==> config.mk <==
export PLATFORM = sky130hd
export DESIGN_NAME = lsu_mem_port
export DESIGN_NICKNAME = d
export VERILOG_FILES = /design/src/rtl/lsu_mem_port.sv
export SDC_FILE = /design/constraint.sdc
export NUM_CORES = 1
export LEC_CHECK = 0
export CAP_MARGIN = 0
export CORE_MARGIN = 3
export CORE_UTILIZATION = 25
export DETAILED_ROUTE_END_ITERATION = 8
export HOLD_SLACK_MARGIN = 0.08
export PLACE_DENSITY = 0.59
export RECOVER_POWER = 25
export REMOVE_ABC_BUFFERS = 1
export SYNTH_ARGS = -nofsm -noshare
export SYNTH_HDL_FRONTEND = slang
export SYNTH_SLANG_ARGS = --single-unit
==> constraint.sdc <==
create_clock -name clk -period 2.78 [get_ports clk]
set_input_delay 0.278 -clock clk [delete_from_list [all_inputs] [get_ports clk]]
set_output_delay 0.278 -clock clk [all_outputs]
set_load 0.005 [all_outputs]
==> src/rtl/lsu_mem_port.sv <==
// Load/store port between the execute stage and a little-endian byte-lane memory.
// Checks alignment, maps byte/half/word stores onto active-low lane enables with
// lane-shifted data, and returns sign/zero-extended load data with a one-cycle pulse.
//
// state       | meaning
// ------------+--------------------------------------------------------------
// S_IDLE      | ready for a request; req_ready high while out of reset
// S_WRITE     | one cycle with the store lane enables driven low
// S_READ      | mem_addr presented to memory
// S_READ_WAIT | memory read data arriving, captured at the end of this cycle
// S_RESP      | resp_valid pulse, resp_err/resp_rdata valid
module lsu_mem_port #(
    parameter int ADDR_WIDTH       = 12,
    parameter int DATA_WIDTH_BYTES = 4
) (
    input  logic                             clk,
    input  logic                             rstL,
    input  logic                             req_valid,
    output logic                             req_ready,
    input  logic                             req_we,
    input  logic [1:0]                       req_size,
    input  logic                             req_unsigned,
    input  logic [ADDR_WIDTH-1:0]            req_addr,
    input  logic [31:0]                      req_wdata,
    output logic                             resp_valid,
    output logic                             resp_err,
    output logic [31:0]                      resp_rdata,
    output logic [ADDR_WIDTH-1:0]            mem_addr,
    output logic [DATA_WIDTH_BYTES-1:0]      mem_wenableL,
    output logic [DATA_WIDTH_BYTES-1:0][7:0] mem_data_w,
    input  logic [DATA_WIDTH_BYTES-1:0][7:0] mem_data_r
);

    typedef enum logic [2:0] {
        S_IDLE      = 3'd0,
        S_WRITE     = 3'd1,
        S_READ      = 3'd2,
        S_READ_WAIT = 3'd3,
        S_RESP      = 3'd4
    } state_t;

    state_t r_state;
    state_t w_state_nxt;

    logic [1:0]  r_size;
    logic        r_unsigned;
    logic [1:0]  r_addr_lo;

    logic        w_accept;
    logic        w_misaligned;
    logic [3:0]  w_lane_mask;
    logic [31:0] w_wdata_sh;
    logic [31:0] w_rword;
    logic [31:0] w_rsh;
    logic [31:0] w_load;

    logic [DATA_WIDTH_BYTES-1:0]      w_wen_nxt;
    logic [DATA_WIDTH_BYTES-1:0][7:0] w_dw_nxt;
    logic [ADDR_WIDTH-1:0]            w_addr_nxt;
    logic                             w_rv_nxt;
    logic                             w_err_nxt;
    logic [31:0]                      w_rd_nxt;

    // Ready is gated by reset so nothing upstream can hand us a request while held in reset.
    assign req_ready = (r_state == S_IDLE) && rstL;
    assign w_accept  = req_valid && req_ready;

    assign w_misaligned = (req_size == 2'b11) ||
                          ((req_size == 2'b01) && req_addr[0]) ||
                          ((req_size == 2'b10) && (req_addr[1:0] != 2'b00));

    // Store data moves to its lanes by a byte shift; aligned accesses never spill past lane 3.
    assign w_wdata_sh = req_wdata << {req_addr[1:0], 3'b000};
    assign w_rword    = mem_data_r;
    assign w_rsh      = w_rword >> {r_addr_lo, 3'b000};

    // Lane enable pattern for the incoming store.
    always_comb begin
        w_lane_mask = 4'b0000;
        case (req_size)
            2'b00:   w_lane_mask = 4'b0001 << req_addr[1:0];
            2'b01:   w_lane_mask = 4'b0011 << req_addr[1:0];
            2'b10:   w_lane_mask = 4'b1111;
            default: w_lane_mask = 4'b0000;
        endcase
    end

    // Extract and extend the load result from the returned word.
    always_comb begin
        w_load = w_rsh;
        case (r_size)
            2'b00:   w_load = r_unsigned ? {24'h0, w_rsh[7:0]}
                                         : {{24{w_rsh[7]}}, w_rsh[7:0]};
            2'b01:   w_load = r_unsigned ? {16'h0, w_rsh[15:0]}
                                         : {{16{w_rsh[15]}}, w_rsh[15:0]};
            default: w_load = w_rsh;
        endcase
    end

    // State register.
    always_ff @(posedge clk or negedge rstL) begin
        if (!rstL) r_state <= S_IDLE;
        else       r_state <= w_state_nxt;
    end

    // Next-state decode; errors skip memory entirely and go straight to the response.
    always_comb begin
        w_state_nxt = r_state;
        case (r_state)
            S_IDLE: begin
                if (w_accept) begin
                    if (w_misaligned) w_state_nxt = S_RESP;
                    else if (req_we)  w_state_nxt = S_WRITE;
                    else              w_state_nxt = S_READ;
                end
            end
            S_WRITE:     w_state_nxt = S_RESP;
            S_READ:      w_state_nxt = S_READ_WAIT;
            S_READ_WAIT: w_state_nxt = S_RESP;
            S_RESP:      w_state_nxt = S_IDLE;
            default:     w_state_nxt = S_IDLE;
        endcase
    end

    // Next values of the registered outputs; enables are low only for the cycle spent in S_WRITE.
    always_comb begin
        w_wen_nxt  = '1;
        w_dw_nxt   = '0;
        w_addr_nxt = mem_addr;
        w_rv_nxt   = 1'b0;
        w_err_nxt  = resp_err;
        w_rd_nxt   = resp_rdata;
        if (w_accept && !w_misaligned) begin
            w_addr_nxt = {req_addr[ADDR_WIDTH-1:2], 2'b00};
            if (req_we) begin
                w_wen_nxt = ~w_lane_mask;
                for (int k = 0; k < DATA_WIDTH_BYTES; k++) begin
                    w_dw_nxt[k] = w_lane_mask[k] ? w_wdata_sh[8*k +: 8] : 8'h00;
                end
            end
        end
        if ((w_state_nxt == S_RESP) && (r_state != S_RESP)) begin
            w_rv_nxt  = 1'b1;
            w_err_nxt = (r_state == S_IDLE);
            w_rd_nxt  = (r_state == S_READ_WAIT) ? w_load : 32'h0;
        end
    end

    // Output and request-field registers; reset forces every lane enable inactive at once.
    always_ff @(posedge clk or negedge rstL) begin
        if (!rstL) begin
            mem_wenableL <= '1;
            mem_data_w   <= '0;
            mem_addr     <= '0;
            resp_valid   <= 1'b0;
            resp_err     <= 1'b0;
            resp_rdata   <= '0;
            r_size       <= 2'b00;
            r_unsigned   <= 1'b0;
            r_addr_lo    <= 2'b00;
        end else begin
            mem_wenableL <= w_wen_nxt;
            mem_data_w   <= w_dw_nxt;
            mem_addr     <= w_addr_nxt;
            resp_valid   <= w_rv_nxt;
            resp_err     <= w_err_nxt;
            resp_rdata   <= w_rd_nxt;
            if (w_accept) begin
                r_size     <= req_size;
                r_unsigned <= req_unsigned;
                r_addr_lo  <= req_addr[1:0];
            end
        end
    end

endmodule

**Yosys cells after proc, flatten, opt, wreduce, memory -nomap -nowiden**

Cells that the tools add are included.

- Bits in registers: 88
- Input bits: 83
- Output and inout bits: 83
- Logic and storage cells: 59

- Equal/unequal tests: 9
- Shift-type cells: 4
- Mux-type cells: 18
- Bitwise operators: 1
- Reduce and logical (&&, ||, !) cells: 14

Operators by type and width:

| operator | number |
|---|---|
| $mux W32 | 5 |
| $pmux W32 S2 | 1 |
| $mux W8 | 4 |
| $shl A32 B5 Y32 | 1 |
| $shr A32 B5 Y32 | 1 |
| $pmux W4 S3 | 1 |
| $pmux W3 S3 | 1 |
| $mux W4 | 2 |
| $eq A3 B2 Y1 const B | 2 |
| $logic_and A1 B1 Y1 | 6 |
| $mux W3 | 2 |
| $eq A2 B1 Y1 const B | 2 |
| $eq A2 B2 Y1 const B | 2 |
| $logic_not A2 Y1 | 2 |
| $not A4 Y4 | 1 |
| $shl A1 B2 Y4 const A | 1 |
| $shl A2 B2 Y4 const A | 1 |
| $eq A3 B1 Y1 const B | 1 |
| $eq A3 B3 Y1 const B | 1 |
| $logic_not A3 Y1 | 1 |
| $ne A3 B3 Y1 const B | 1 |
| $logic_or A1 B1 Y1 | 2 |
| $mux W2 | 1 |
| $reduce_bool A2 Y1 | 1 |
| other kinds (3) | 3 |

**Depth between registers and ports, before layout**

Gate-level depths: netlist of run 1.

- Word-level depth: 10
- Gate-level depth with buffers: 7

**Worst setup path before layout of run 1**

No wires, ideal clock.

- Path type: register to register
- Start point: register r_state[1]
- End point: register resp_rdata[18]
- Setup time: 0.126 ns
- Data arrival time: 1.763 ns
- Setup slack: 0.891 ns
- Stages on the path, launching flop included: 6
- Buffers on the path: 1
- Cells stage by stage: dfrtp_1 -> or4b_4 -> a211oi_2 -> nor2_2 -> buf_6 -> a221o_1

- Longest elaborated chain between the ends: 7
- Elaborated cells between the ends (all ways): 13
- Classes of those cells: eq/ne (5); mux (3); reduce/logical (5)

RTL lines:

| what | RTL line | text |
|---|---|---|
| start, declared | 42 | `state_t r_state;` |
| start signal, assigned | 103 | `else r_state <= w_state_nxt;` |
| $logic_not A3 Y1 | 65, 109 |  |
| $logic_and A1 B1 Y1 | 65 | `assign req_ready = (r_state == S_IDLE) && rstL;` |
| $logic_and A1 B1 Y1 | 66 | `assign w_accept = req_valid && req_ready;` |
| $mux W3 | 111 | `if (w_accept) begin` |
| $pmux W3 S3 | 109 | `case (r_state)` |
| $eq A3 B3 Y1 | 142 | `if ((w_state_nxt == S_RESP) && (r_state != S_RESP)) begin` |
| $logic_and A1 B1 Y1 | 142 |  |
| end signal, assigned | 167 | `resp_rdata <= w_rd_nxt;` |
| end, declared | 27 | `output logic [31:0] resp_rdata,` |

Parallel ways exist; a longest one is shown, timed or not.
A chain may end at the register's enable or synchronous reset.

**Worst setup path in the final report of run 1**

- Start point: input port rstL
- End point: output port req_ready

- Longest elaborated chain between the ends: 1

RTL lines:

| what | RTL line | text |
|---|---|---|
| start, declared | 17 | `input logic rstL,` |
| $logic_and A1 B1 Y1 | 65 |  |
| end, declared | 19 | `output logic req_ready,` |

No other way between the ends.

==> results by group, run 1 <==
Outcome
  • Outcome: finished clean

Layout
  • Number of nets in the layout: 583
  • Post-Route Utilization: 0.401
  • Final instance area: 6200 sq um
  • Cell Count, Final, Fillers Out: 716
  • # diodes: 0
  • Fraction of final layout cells with drive strength greater than 1: 0.125
  • Area delta synth->final: 53.7%

Yosys
  • Area share of the leading cell type in the synthesized netlist: 0.521
  • Dominant synthesized flop cell: dfrtp_1
  • Area leader, netlist: dfrtp_1
  • Number of enable-type register cells in the synthesized netlist: 0
  • Number of unique standard cell types used by synthesis: 45
  • Dominant cells by area after synthesis: dfrtp_1 (52%), mux2i_1 (7.9%), mux2_2 (5.9%)
  • Most frequent cells after synthesis: dfrtp_1 (84), mux2i_1 (32), nor2_1 (27), mux2_2 (21), a21oi_1 (17)
  • Mean area per synthesized cell: 11.9 sq um
  • Mapped Cells: 339
  • Ys async rst share: 1.00
  • Most repeated cell in the gate-level netlist after synthesis: dfrtp_1
  • Netlist Area Pre-Place: 4040 sq um
  • Post-synthesis sequential area ratio: 0.547
  • Total of warnings raised by yosys: 0
  • Flop and latch count out of synthesis: 88

STA
  • Endpoints failing hold: 0
  • Remaining max-slew budget at the tightest pin: 0.320
  • Final critical-path required period: 2400 ps
  • Setup Skew: 4.71 ps
  • Post-Route Setup TNS: 0 ps
  • Max-slew violations: 0
  • Measured slew at the worst slew-check pin: 1020 ps
  • Share of the cycle needed by the critical path after routing: 0.864
  • Final setup vio count: 0
  • Maximum frequency from static timing analysis: 416 MHz
  • Unrepaired setup endpoints after global routing: no

Detailed routing
  • Number of detailed-routing iterations run before antenna repair: 4
  • Final wirelength: 12800 um
  • DRC violation count after routing: 0
  • Antenna viol nets, final: 0
  • Drt initial violations: 187
  • Via-to-Cell Ratio: 4.67
  • WL/cell: 17.9 um
  • Vias post-DR: 3341

Critical path
  • Worst flop-to-flop path startpoint: r_addr_lo[0]
  • Worst setup path category: input pin to output port
  • Reg2Reg Depth: 5
  • CP startpoint kind: input pin
  • Setup slack of the worst register-to-register path: 630 ps
  • Crit. End Element: output port
  • Capturing point of the worst reg2reg path: resp_rdata[28]
  • CP Max Fanout: 4
  • Critical path data required time: 2500 ps
  • Arrival time at the worst endpoint: 2120 ps

Clock network
  • Count of hold buffers inserted by post-cts repair: 1
  • # resized after CTS: 0
  • Number of levels in the clock H-tree: 3
  • Clock slew at reported path FFs: 60 ps
  • Clock tree from TritonCTS: yes
  • Sink Count: 88
  • Clock latency of the later-clocked register in the worst-skew pair: 340 ps
  • Clock root buffer master: clkbuf_16
  • Post-CTS Setup Repair Bufs: 0
  • Clock buffer count from CTS: 9
  • Max Root-Sink Buffers: 2

Global route
  • Congestion Overflow GR: 0
  • Number of antenna violations at the first check in global routing: 0
  • Via count of the first global-routing pass: 3725
  • Global-route wire length before repair: 20900 um
  • All-layer global routing usage: 0.150
  • Maximum number of pins on one net before global-route repair: 52

Floorplanning
  • Die width: 133 um
  • Initial core utilization: 0.261
  • DIE HEIGHT: 133 um
  • I/O pin count: 166
  • Site row count: 45
  • Placeable Area: 15500 sq um
  • Die Area: 17700 sq um

Power and ir drop
  • Leakage power figure: 2.72 nW
  • Cell-internal power: 3.20 mW
  • Power per cell area: 750 nW/um^2
  • Fraction of power consumed by sequential logic: 0.367
  • Worst VDD drop: 0.401 mV
  • Part of the total power dissipated in the clock network: 0.261
  • Gate power share: 0.372
  • Switching power summed over all nets: 1.46 mW
  • Switching part of the total: 0.313
  • Total Power: 4.65 mW

Min path
  • Hold path startpoint: resp_err
  • Hold depth: 1
  • Worst min-delay path category: flop to flop
  • End point of the worst hold path: resp_err

Place
  • Half-perimeter wire length of the detailed placement result: 9330 um
  • Buffers on Ports: 163
  • Post-place instance area: 5910 sq um
  • Weighted congestion at the end of routability-driven global placement: 0.831
  • Placed Cells incl. Taps: 699

Flow run
  • Maximum capacitance violations: 0
==> area by class of cell <==
type,instances,area (sq um)
fillers,1491,9280
flip-flops and latches,88,2210
repair buffers,178,1750
multi-input cells,217,1670
well taps,211,264
clock buffers,12,236
clock inverters,4,53.8
inverters,6,22.5
==> power by group through the flow <==
| stage | registers [mW] | clock network (mW) | logic [mW] |
|---|---|---|---|
| final | 1.71 | 1.21 | 1.73 |
| after global routing | 1.74 | 1.31 | 1.91 |
| after detailed placement | 1.73 | 0 | 1.76 |
| after global placement | 1.73 | 0 | 1.74 |
| after floorplan | 1.82 | 0 | 0.743 |
| after CTS | 1.71 | 1.26 | 1.77 |
==> registers in the layout (all words and copies together) (netlist names) <==
| register | count |
|---|---|
| r_addr_lo | 2 |
| resp_err | 1 |
| r_state | 3 |
| resp_valid | 1 |
| r_unsigned | 1 |
| mem_data_w | 32 |
| r_size | 2 |
| resp_rdata | 32 |
| mem_addr | 10 |
| mem_wenableL | 4 |
==> layout by cell type (no fill, tap or decap), drive strengths merged, types with 2 or more instances in the layout <==
cell,netlist,final
nand2,3,3
dfrtp,84,84
clkbuf,13,14
and2,8,8
inv,6,7
nor2b,10,10
mux2i,32,32
o2bb2ai,15,15
mux2,22,22
nor2,28,28
buf,16,13
conb,1,2
a221o,16,16
a211oi,17,17
o21ai,15,15
a21oi,17,17
or3,2,2
nand3b,10,10
clkinvlp,0,2
dfstp,4,4
nor3b,3,3
dlygate4sd3,0,28
clkdlybuf4s50,0,135
==> per-layer routing <==
| metal | share of wire | track usage | wire length, um |
|---|---|---|---|
| met1 | 0.44 | 0.192 | 5600 |
| met2 | 0.44 | 0.223 | 5640 |
| met3 | 0.11 | 0.0757 | 1380 |
| met4 | 0.017 | 0.0473 | 216 |
| met5 | 0 | 0 | 0 |
==> logic make-up after synthesis <==
family                 Yosys count  share of synthesized area
multiplexers                    55                      0.146
other                            1                   0.000929
XOR/XNOR                         1                    0.00217
AND/OR/NAND/NOR                 74                      0.107
AO/OA/AOI/OAI                   85                      0.156
buffers and inverters           35                     0.0409
flip-flops                      88                      0.547
==> stage by stage <==
step	setup WS, ps	hold WS, ps
finish	377	490
global route	298	519
detailed placement	392	413
global placement	478	407
floorplan	432	-17.6
CTS	441	497
==> critical path: stages <==
cell	delay (ps)
dlygate4sd3_1	520
clkbuf_1	170
or4b_4	510
inv_2	110
clkdlybuf4s50_1	530
==> worst max path at each step <==
| stage | start | end | cells after the start |
|---|---|---|---|
| final | rstL | req_ready | 5 |
| after global routing | rstL | req_ready | 5 |
| after CTS | rstL | req_ready | 5 |
| after detailed placement | req_addr[0] | mem_addr[10] | 5 |
| after global placement | req_addr[0] | resp_rdata[31] | 6 |
| after floorplan | r_addr_lo[0] | resp_rdata[16] | 4 |
Note: power is estimated with default switching activity, not from simulation.
==> run 2: changes to the inputs <==
--- a/config.mk
+++ b/config.mk
@@ -6,7 +6,7 @@
 export NUM_CORES = 1
 export LEC_CHECK = 0
 export CAP_MARGIN = 0
-export CORE_MARGIN = 3
+export CORE_MARGIN = 2
 export CORE_UTILIZATION = 25
 export DETAILED_ROUTE_END_ITERATION = 8
 export HOLD_SLACK_MARGIN = 0.08
==> run 2 against run 1 <==
Against the previous run: combinational power decreased by 3%; total power decreased by 1.0%; sequential power about the same; largest cell class unchanged; register-to-register slack got worse by 30 ps; clock-buffer cell count increased by 1; fmax increased by 0.91%; final cell count increased by 0.84%; core utilization decreased by 0.90 points; critical endpoint unchanged; setup slack improved by 22 ps; clock power about the same.
==> results by group, run 2 (synthesis results as in run 1) <==
Outcome
  • Outcome: finished clean

Critical path
  • CP startpoint kind: input pin
  • Setup slack of the worst register-to-register path: 600 ps (-30 ps)
  • Arrival time at the worst endpoint: 2100 ps (-20 ps)
  • Capturing point of the worst reg2reg path: mem_data_w[7]
  • Worst setup path category: input pin to output port
  • Crit. End Element: output port
  • Critical path data required time: 2500 ps (about the same)
  • Worst flop-to-flop path startpoint: r_state[1]
  • Reg2Reg Depth: 6 (+1)
  • CP Max Fanout: 4 (unchanged)

Layout
  • Most frequent cells in the layout: clkdlybuf4s50_1 (135), dfrtp_1 (84), mux2i_1 (32)
  • # diodes: 0 (unchanged)
  • Final-layout fill cell count: 1535 (+3.0%)
  • Post-Route Utilization: 0.392 (-0.00902)
  • Area taken by flip-flops and latches: 2210 sq um (unchanged)
  • Area delta synth->final: 53.5% (about the same)
  • Number of nets in the layout: 584 (+0.17%)
  • Area taken by multi-input logic gates: 1670 sq um (unchanged)
  • Fraction of final layout cells with drive strength greater than 1: 0.125 (-0.000247)
  • Biggest regs: mem_data_w: 32 flops, resp_rdata: 32 flops, mem_addr: 10 flops
  • Cell Count, Final, Fillers Out: 722 (+0.84%)
  • Most common cell after layout, fill and taps aside: clkdlybuf4s50_1

Clock network
  • Clock root buffer master: clkbuf_16
  • Clock tree from TritonCTS: yes
  • Sink Count: 88 (unchanged)
  • Clock latency of the later-clocked register in the worst-skew pair: 350 ps (about the same)
  • Clock slew at reported path FFs: 70 ps (about the same)
  • Clock buffer count from CTS: 9 (unchanged)
  • Max Root-Sink Buffers: 2 (unchanged)
  • Number of levels in the clock H-tree: 3 (unchanged)

Place
  • Placed Cells incl. Taps: 705 (+0.86%)
  • Weighted congestion at the end of routability-driven global placement: 0.769 (-7.4%)
  • Pre-CTS WS: 108 ps (-284 ps)
  • Buffers on Ports: 163 (unchanged)
  • Half-perimeter wire length of the detailed placement result: 8840 um (-5.3%)

Detailed routing
  • Vias post-DR: 3317 (-0.72%)
  • Final wirelength: 12300 um (-4.4%)
  • Antenna viol nets, final: 0 (unchanged)
  • WL/cell: 17.0 um (-5.2%)
  • DRC violation count after routing: 0 (unchanged)
  • Via-to-Cell Ratio: 4.59 (-1.5%)
  • Number of detailed-routing iterations run before antenna repair: 4 (unchanged)
  • Drt initial violations: 132 (-29%)

STA
  • Setup Skew: 9.82 ps (+5.11 ps)
  • Post-Route Setup TNS: 0 ps (unchanged)
  • Max-slew violations: 0 (unchanged)
  • Final setup vio count: 0 (unchanged)
  • Remaining max-slew budget at the tightest pin: 0.249 (-0.0711)
  • Share of the cycle needed by the critical path after routing: 0.857 (-0.00776)
  • Maximum frequency from static timing analysis: 420 MHz (+0.91%)
  • Worst Slack Setup Final: 399 ps (+21.6 ps)
  • Measured slew at the worst slew-check pin: 1130 ps (+108 ps)
  • Final critical-path required period: 2380 ps (-21.6 ps)
  • Endpoints failing hold: 0 (unchanged)
  • Unrepaired setup endpoints after global routing: no

Power and ir drop
  • Total Power: 4.61 mW (-1.0%)
  • Worst VDD drop: 0.363 mV (-9.5%)
  • Leakage power figure: 2.73 nW (+0.12%)
  • Power per cell area: 743 nW/um^2 (-0.93%)

Floorplanning
  • Initial core utilization: 0.255 (-0.00567)
  • Placeable Area: 15800 sq um (+2.2%)
  • Die width: 131 um (-1.5%)
  • Site row count: 46 (+2.2%)
  • DIE HEIGHT: 131 um (-1.5%)
  • Die Area: 17200 sq um (-3.0%)
  • I/O pin count: 166 (unchanged)

Min path
  • Hold depth: 1 (unchanged)
  • End point of the worst hold path: resp_rdata[1]
  • Hold path startpoint: resp_rdata[1]
  • Worst min-delay path category: flop to flop

Global route
  • Congestion Overflow GR: 0 (unchanged)
  • Number of antenna violations at the first check in global routing: 0 (unchanged)
  • Global-route wire length before repair: 19000 um (-9.3%)
  • All-layer global routing usage: 0.146 (-0.00388)
  • Maximum number of pins on one net before global-route repair: 52 (unchanged)
  • Via count of the first global-routing pass: 3392 (-8.9%)

Flow run
  • Maximum capacitance violations: 0 (unchanged)
==> run 2: area by class of cell <==
cell class,instances,area share
Multi-Input combinational cell,217,0.269
Tap cell,216,0.0436
Sequential cell,88,0.356
Clock inverter,3,0.00707
Inverter,6,0.00363
Timing Repair Buffer,179,0.282
Clock buffer,13,0.0388
==> run 2: through the flow <==
stage	area, sq um	hold slack [ps]
finish	6200	500
global route	6200	519
CTS	6200	494
detailed placement	5910	390
global placement	5910	388
floorplan	3900	-17.6
==> run 2: power breakdown <==
part | switching (mW) | internal (mW)
clock | 0.500 | 0.699
combinational | 0.721 | 0.946
sequential | 0.205 | 1.54
==> run 2: worst max-delay path, stage by stage <==
cell             delay (ps)
dlygate4sd3_1           530
clkbuf_1                160
or4b_4                  510
inv_2                   100
clkdlybuf4s50_1         520
==> run 2: routing by layer <==
metal / GRT usage / wire length [um]
met2: 0.234 / 5550
met1: 0.181 / 5350
met5: 0 / 0
met3: 0.0710 / 1280
met4: 0.0282 / 102
==> run 2: worst max-delay path by stage <==
stage	start	endpoint	cells after the start
3_3_place_gp	req_addr[0]	resp_rdata[2]	6
3_5_place_dp	req_addr[0]	resp_rdata[8]	6
2_1_floorplan	r_addr_lo[0]	resp_rdata[16]	4
4_1_cts	rstL	mem_data_w[7]	8
6_report	rstL	req_ready	5
5_1_grt	req_addr[0]	resp_rdata[8]	6
==> run 2: timing repair <==
item,CTS,global route
buffers inserted,0,0
hold endpoints to repair,36,0
hold buffers,1,0
gates resized for setup,0,0
